**config.mk**
```make
export PLATFORM = sky130hd
export DESIGN_NAME = multicycle_ctrl
export DESIGN_NICKNAME = d
export VERILOG_FILES = /design/src/rtl/multicycle_ctrl.sv
export SDC_FILE = /design/constraint.sdc
export NUM_CORES = 1
export LEC_CHECK = 0
export CAP_MARGIN = 15
export CORE_MARGIN = 2
export CORE_UTILIZATION = 38
export CTS_CLUSTER_SIZE = 10
export DETAILED_ROUTE_END_ITERATION = 6
export PLACE_DENSITY_LB_ADDON = 0.3
export SLEW_MARGIN = 25
export SYNTH_ARGS = -nofsm -noshare
export SYNTH_HDL_FRONTEND = slang
export SYNTH_SLANG_ARGS = --single-unit
```
**constraint.sdc**
```tcl
create_clock -name clk -period 1.7 [get_ports clk]
set_input_delay 0.255 -clock clk [delete_from_list [all_inputs] [get_ports clk]]
set_output_delay 0.255 -clock clk [all_outputs]
set_load 0.05 [all_outputs]
```
**src/rtl/multicycle_ctrl.sv**
```systemverilog
// rtl/multicycle_ctrl.sv - multicycle RV32I main control FSM
//
// Moore-style sequencer for a multicycle RV32I datapath built around one
// shared ALU, a unified instruction/data memory and an immediate extender.
//
// Build option: MCCTRL_ILLEGAL_TRAP_EN
//   defined   - an unsupported opcode enters a sticky TRAP state (illegal = 1)
//   undefined - an unsupported opcode retires as a 2-cycle nop, illegal = 0
//
// Ports:
//   clk, rst_n          clock, synchronous active-low reset
//   op, funct3, funct7b5 instruction fields from the instruction register
//   zero                ALU zero flag (branch decision)
//   mem_ready           memory access complete handshake
//   pc_write, ir_write, reg_write, mem_write   datapath write enables
//   adr_src, result_src, alu_src_a, alu_src_b  datapath mux selects
//   imm_src             immediate extender format
//   alu_control         ALU operation
//   illegal             unsupported opcode trapped

module multicycle_ctrl #(
    parameter int ST_W = 4
) (
    input  logic       clk,
    input  logic       rst_n,
    input  logic [6:0] op,
    input  logic [2:0] funct3,
    input  logic       funct7b5,
    input  logic       zero,
    input  logic       mem_ready,
    output logic       pc_write,
    output logic       adr_src,
    output logic       mem_write,
    output logic       ir_write,
    output logic       reg_write,
    output logic [1:0] result_src,
    output logic [1:0] alu_src_a,
    output logic [1:0] alu_src_b,
    output logic [1:0] imm_src,
    output logic [2:0] alu_control,
    output logic       illegal
);

    localparam logic [ST_W-1:0] S_FETCH    = ST_W'(0);
    localparam logic [ST_W-1:0] S_DECODE   = ST_W'(1);
    localparam logic [ST_W-1:0] S_MEMADR   = ST_W'(2);
    localparam logic [ST_W-1:0] S_MEMREAD  = ST_W'(3);
    localparam logic [ST_W-1:0] S_MEMWB    = ST_W'(4);
    localparam logic [ST_W-1:0] S_MEMWRITE = ST_W'(5);
    localparam logic [ST_W-1:0] S_EXECR    = ST_W'(6);
    localparam logic [ST_W-1:0] S_EXECI    = ST_W'(7);
    localparam logic [ST_W-1:0] S_ALUWB    = ST_W'(8);
    localparam logic [ST_W-1:0] S_BEQ      = ST_W'(9);
    localparam logic [ST_W-1:0] S_JAL      = ST_W'(10);
`ifdef MCCTRL_ILLEGAL_TRAP_EN
    localparam logic [ST_W-1:0] S_TRAP     = ST_W'(11);
`endif

    localparam logic [6:0] OP_LOAD   = 7'b0000011;
    localparam logic [6:0] OP_STORE  = 7'b0100011;
    localparam logic [6:0] OP_RTYPE  = 7'b0110011;
    localparam logic [6:0] OP_ITYPE  = 7'b0010011;
    localparam logic [6:0] OP_BRANCH = 7'b1100011;
    localparam logic [6:0] OP_JAL    = 7'b1101111;

    localparam logic [2:0] ALU_ADD = 3'b000;
    localparam logic [2:0] ALU_SUB = 3'b001;
    localparam logic [2:0] ALU_AND = 3'b010;
    localparam logic [2:0] ALU_OR  = 3'b011;
    localparam logic [2:0] ALU_SLT = 3'b101;

    logic [ST_W-1:0] state;
    logic [ST_W-1:0] state_next;

    // Write enables before reset gating.
    logic pc_write_int;
    logic mem_write_int;
    logic ir_write_int;
    logic reg_write_int;

    // Sub only for R-type (op[5] = 1) with funct7 bit 30 set; I-type addi
    // never subtracts regardless of immediate bit 30.
    function automatic logic [2:0] funct_alu(input logic [2:0] f3,
                                             input logic       op5,
                                             input logic       f7b5);
        case (f3)
            3'b000:  funct_alu = (op5 && f7b5) ? ALU_SUB : ALU_ADD;
            3'b010:  funct_alu = ALU_SLT;
            3'b110:  funct_alu = ALU_OR;
            3'b111:  funct_alu = ALU_AND;
            default: funct_alu = ALU_ADD;
        endcase
    endfunction

    always_ff @(posedge clk) begin
        if (!rst_n) begin
            state <= S_FETCH;
        end else begin
            state <= state_next;
        end
    end

    always_comb begin
        state_next = state;
        case (state)
            S_FETCH:    if (mem_ready) state_next = S_DECODE;
            S_DECODE: begin
                case (op)
                    OP_LOAD,
                    OP_STORE:  state_next = S_MEMADR;
                    OP_RTYPE:  state_next = S_EXECR;
                    OP_ITYPE:  state_next = S_EXECI;
                    OP_BRANCH: state_next = S_BEQ;
                    OP_JAL:    state_next = S_JAL;
`ifdef MCCTRL_ILLEGAL_TRAP_EN
                    default:   state_next = S_TRAP;
`else
                    default:   state_next = S_FETCH;
`endif
                endcase
            end
            S_MEMADR:   state_next = op[5] ? S_MEMWRITE : S_MEMREAD;
            S_MEMREAD:  if (mem_ready) state_next = S_MEMWB;
            S_MEMWRITE: if (mem_ready) state_next = S_FETCH;
            S_MEMWB,
            S_ALUWB,
            S_BEQ:      state_next = S_FETCH;
            S_EXECR,
            S_EXECI,
            S_JAL:      state_next = S_ALUWB;
`ifdef MCCTRL_ILLEGAL_TRAP_EN
            S_TRAP:     state_next = S_TRAP;
`endif
            default:    state_next = S_FETCH;
        endcase
    end

    always_comb begin
        pc_write_int  = 1'b0;
        mem_write_int = 1'b0;
        ir_write_int  = 1'b0;
        reg_write_int = 1'b0;
        adr_src       = 1'b0;
        result_src    = 2'b00;
        alu_src_a     = 2'b00;
        alu_src_b     = 2'b00;
        alu_control   = ALU_ADD;
        case (state)
            S_FETCH: begin
                // PC + 4 computed every FETCH cycle, committed only once the
                // instruction word has actually arrived.
                alu_src_b    = 2'b10;
                result_src   = 2'b10;
                ir_write_int = mem_ready;
                pc_write_int = mem_ready;
            end
            S_DECODE: begin
                alu_src_a = 2'b01;
                alu_src_b = 2'b01;
            end
            S_MEMADR: begin
                alu_src_a = 2'b10;
                alu_src_b = 2'b01;
            end
            S_MEMREAD: begin
                adr_src = 1'b1;
            end
            S_MEMWRITE: begin
                adr_src       = 1'b1;
                mem_write_int = 1'b1;
            end
            S_MEMWB: begin
                result_src    = 2'b01;
                reg_write_int = 1'b1;
            end
            S_EXECR: begin
                alu_src_a   = 2'b10;
                alu_control = funct_alu(funct3, op[5], funct7b5);
            end
            S_EXECI: begin
                alu_src_a   = 2'b10;
                alu_src_b   = 2'b01;
                alu_control = funct_alu(funct3, op[5], funct7b5);
            end
            S_ALUWB: begin
                reg_write_int = 1'b1;
            end
            S_BEQ: begin
                alu_src_a    = 2'b10;
                alu_control  = ALU_SUB;
                pc_write_int = zero;
            end
            S_JAL: begin
                // Return address OldPC + 4 goes through the ALU while the
                // jump target (computed in DECODE) sits in ALUOut.
                alu_src_a    = 2'b01;
                alu_src_b    = 2'b10;
                pc_write_int = 1'b1;
            end
            default: begin
            end
        endcase
    end

    always_comb begin
        case (op)
            OP_STORE:  imm_src = 2'b01;
            OP_BRANCH: imm_src = 2'b10;
            OP_JAL:    imm_src = 2'b11;
            default:   imm_src = 2'b00;
        endcase
    end

    // Reset masks enables combinationally so an aborted store or write-back
    // cannot commit during the reset cycle itself.
    assign pc_write  = pc_write_int  & rst_n;
    assign mem_write = mem_write_int & rst_n;
    assign ir_write  = ir_write_int  & rst_n;
    assign reg_write = reg_write_int & rst_n;

`ifdef MCCTRL_ILLEGAL_TRAP_EN
    assign illegal = (state == S_TRAP);
`else
    assign illegal = 1'b0;
`endif

endmodule

```
==> results.yml, run 1 <==
synthesis:
  synth_common_cells: "nor2_1, nand2_1, nor3_1, o21ai_0"
  yosys.area.top_type: "dfxtp_1"
  synth.most_common_cell: "nor2_1"
  synth-seq-area-share_pct: 13.4
  syn_area_per_cell_um2: 6.56
  synth_top_area_share_pct: 13.4
  ys_ff_latch: 4
  synth-async-reset-ratio_pct: 0
  syn_area_um2: 597
  synth_nets: 106
  synth_cell_types: 38
  synth_cells: 91
  yosys-top-cells-area: "dfxtp_1, nor2_1, nor2b_1"
  synth_edf_count: 0
  yosysWarnings: 0
  ys.flop_type: "dfxtp_1"
place:
  port_buffers: 30
  dp_slack_ps: -194
  routabilityCongestion: 0.862
  place_inst: 149
  dp_hpwl_um: 1660
cts:
  cts_num_sinks: 4
  cts_made_buffers: 3
  clockBufferDepth: 2
  root_buffer: "clkbuf_4"
  h-tree-depth: 1
timing:
  worst_endpoint: "reg_write"
  endpoint_type: "primary output"
global_route:
  grt_max_degree: 13
  antenna_found_initial: 0
floorplanning:
  rows: 14
  start_util_pct: 40.1
  die_width_um: 43.6
  die_h_um: 43.6
  io_pins: 32
status:
  status: "did not finish"
  haltStage: "5_1_grt"
  toolErrorMsg: "[ERROR DPL-0033] detailed placement checks failed during check placement."
==> logic make-up after synthesis <==
logic type / after synthesis / share of synthesized area [%]
buffers and inverters: 11 / 9.43
xor gates and xnor gates: 3 / 4.40
and+or+nand+nor: 49 / 47.4
DFF: 4 / 13.4
other: 1 / 0.628
AOI/OAI and AO/OA: 23 / 24.7
==> timing repair <==
| item | CTS |
|---|---|
| setup endpoints to repair | 14 |
| gates resized for setup | 23 |
| pin swaps | 6 |
| hold buffers | 0 |
| endpoints found under the hold margin | 0 |
| buffers inserted | 6 |
| gates cloned | 0 |
==> stage by stage <==
| stage | util (%) | cell area [µm²] |
|---|---|---|
| floorplan | - | 678 |
| CTS | 92.9 | 1380 |
| global placement | 84.6 | 1260 |
| detailed placement | 84.6 | 1260 |
==> inputs of run 2 (changes only) <==
--- a/config.mk
+++ b/config.mk
@@ -6,11 +6,10 @@
 export NUM_CORES = 1
 export LEC_CHECK = 0
 export CAP_MARGIN = 15
-export CORE_MARGIN = 2
-export CORE_UTILIZATION = 38
-export CTS_CLUSTER_SIZE = 10
+export CORE_AREA = 2 2 63 65
 export DETAILED_ROUTE_END_ITERATION = 6
-export PLACE_DENSITY_LB_ADDON = 0.3
+export DIE_AREA = 0 0 65 67
+export PLACE_DENSITY_LB_ADDON = 0.15
 export SLEW_MARGIN = 25
 export SYNTH_ARGS = -nofsm -noshare
 export SYNTH_HDL_FRONTEND = slang
==> results.yml, run 2 <==
setup_path:
  critical_path_class: "register to output pin"
  crit_required_ps: 1440
  crit_fanout: 8
  worstPathArrival_ps: 1410
  end_kind: "output pin"
  start_kind: "register"
cts:
  clockBufferDepth: 2
  cts_num_sinks: 4
  cts_made_buffers: 3
  hold_buffers: 0
  clk_pin_slew_worst_paths_ps: 30
  clk_latency_ps: 220
  root_buffer: "clkbuf_8"
  cts_tree: "done"
  h-tree-depth: 1
floorplanning:
  start_util_pct: 16.6
  die-area_mm2: 0.00436
  core_area_mm2: 0.00361
  die_h_um: 67
  rows: 22
  io_pins: 32
  die_width_um: 65
timing:
  drv_slew: 0
  grt_setup_unrepaired: "true"
  period_needed_ps: 1670
  finalHoldViolations: 0
  fin_setup_tns_ps: 0
  whs_ps: 608
  final.period_utilization_pct: 98.1
  fmax_mhz: 600
  setup_violations: 0
  setup_slack_ps: 33.1
  fin_skew_ps: 3.33
final_layout:
  fin_cells: 194
  fin_nets: 163
  layout_commonest_cell: "buf_4"
  design_area_mm2: 0.00147
  top_regs: "state x4"
  drive_gt1_share_pct: 51.4
  syn2layout_area_growth_pct: 147
  diodes: 0
  max_flop_register: "state"
  final_util_pct: 40.8
  largest_reg_flops: 4
  final_cell_mix: "buf_4, buf_12, clkdlybuf4s50_1"
routing:
  dr.pass1.iters: 4
  wire_per_inst_um: 11.7
  vias: 849
  postRouteAntennaNets: 0
  routed_wirelength_um: 2270
  drt_iter0_drc: 5
  route.detailed.drc: 0
  viasPerCell: 4.38
global_route:
  gr-usage-met2_pct: 19.5
  grt_pass1_wl_um: 3720
  antenna_found_initial: 0
  track_usage_pct: 10.5
  grtUsageMet1_pct: 13.4
  busiest_layer: "met2"
  grt_max_degree: 15
  grt-ovfl-total: 0
  grt_use_met3_pct: 1.01
  grt_pass1_vias: 821
synthesis:
  synthAdderAreaFrac_pct: 0
  syn_area_per_cell_um2: 6.56
  synthMuxAreaShare_pct: 0
  ys_ff_latch: 4
  yosysWarnings: 0
  synthXorXnorAreaFrac_pct: 4.40
  synth_cells: 91
  synth_cell_types: 38
  yosys-top-cells-area: "dfxtp_1, nor2_1, nor2b_1"
  synth.most_common_cell: "nor2_1"
  syn_area_um2: 597
  ys.flop_type: "dfxtp_1"
  synth_top_family_by_area: "simple AND/OR/NAND/NOR gates"
  synth_edf_count: 0
  synth_top_area_share_pct: 13.4
  synth_common_cells: "nor2_1, nand2_1, nor3_1, o21ai_0"
  synth_nets: 106
  synth-async-reset-ratio_pct: 0
  yosys.area.top_type: "dfxtp_1"
  yosys.area_share.simple_pct: 47.4
  synth_compound_area_share_pct: 24.7
  synth-seq-area-share_pct: 13.4
place:
  place_inst: 187
  placed_area_mm2: 0.00135
  port_buffers: 30
  dp_hpwl_um: 1810
  routabilityCongestion: 0.744
  dp_slack_ps: -196
power_and_ir_drop:
  ir_worst_vdd_uv: 206
  power_density_mw_per_mm2: 388
  p_total_mw: 0.571
  p_leak_nw: 0.602
run:
  cap_viol_max_count: 0
status:
  status: "complete, no violations"
hold_path:
  hp-class: "register to register"
run 2: cell counts after synthesis:
No cell type changed its count.
run 2: final cells by class:
type                       instances  area [µm²]
fill                             375        2130
timing repair buffer              60         679
multi-input combinational         76         593
sequential                         4        86.3
tap                               48        60.1
clock buffer                       3        41.3
inverter                           3        11.3
run 2: worst paths after layout:
check,from,to,slack (ps),cells past startpoint
setup / recovery,state[0],adr_src,30,4
hold / removal,state[3],state[3],610,1
setup reg to reg,state[1],state[2],160,5
hold reg to reg,state[3],state[3],610,1
run 2: cells by family after synthesis:
kind of cell / Yosys count
xor gates and xnor gates: 3
and+or+nand+nor: 49
other: 1
buffers and inverters: 11
AOI/OAI and AO/OA: 23
DFF: 4
run 2: repair_timing:
action / 4_1_cts / 5_1_grt
pin swaps: 3 / 4
endpoints found under the setup margin: 14 / 8
resized for setup: 13 / 9
setup buffers: 4 / 0
run 2: layer usage:
layer	wire, µm	up-vias	part of all wire [%]
li1	-	439	-
met1	1010	385	44
met2	1160	25	51
met3	104	0	4.6
met4	0	0	0
met5	0	-	0
run 2: where the power goes:
group | switching, mW | total [mW] | internal, mW
logic | 0.131 | 0.272 | 0.140
registers | 0.00504 | 0.101 | 0.0960
clock network | 0.0473 | 0.198 | 0.151
run 2: critical path: stages (launching register included):
cell	delay (ps)
dfxtp_2	390
buf_4	190
inv_1	90
nor3_2	330
buf_12	180
No activity file was read; power rests on OpenSTA's default activity.
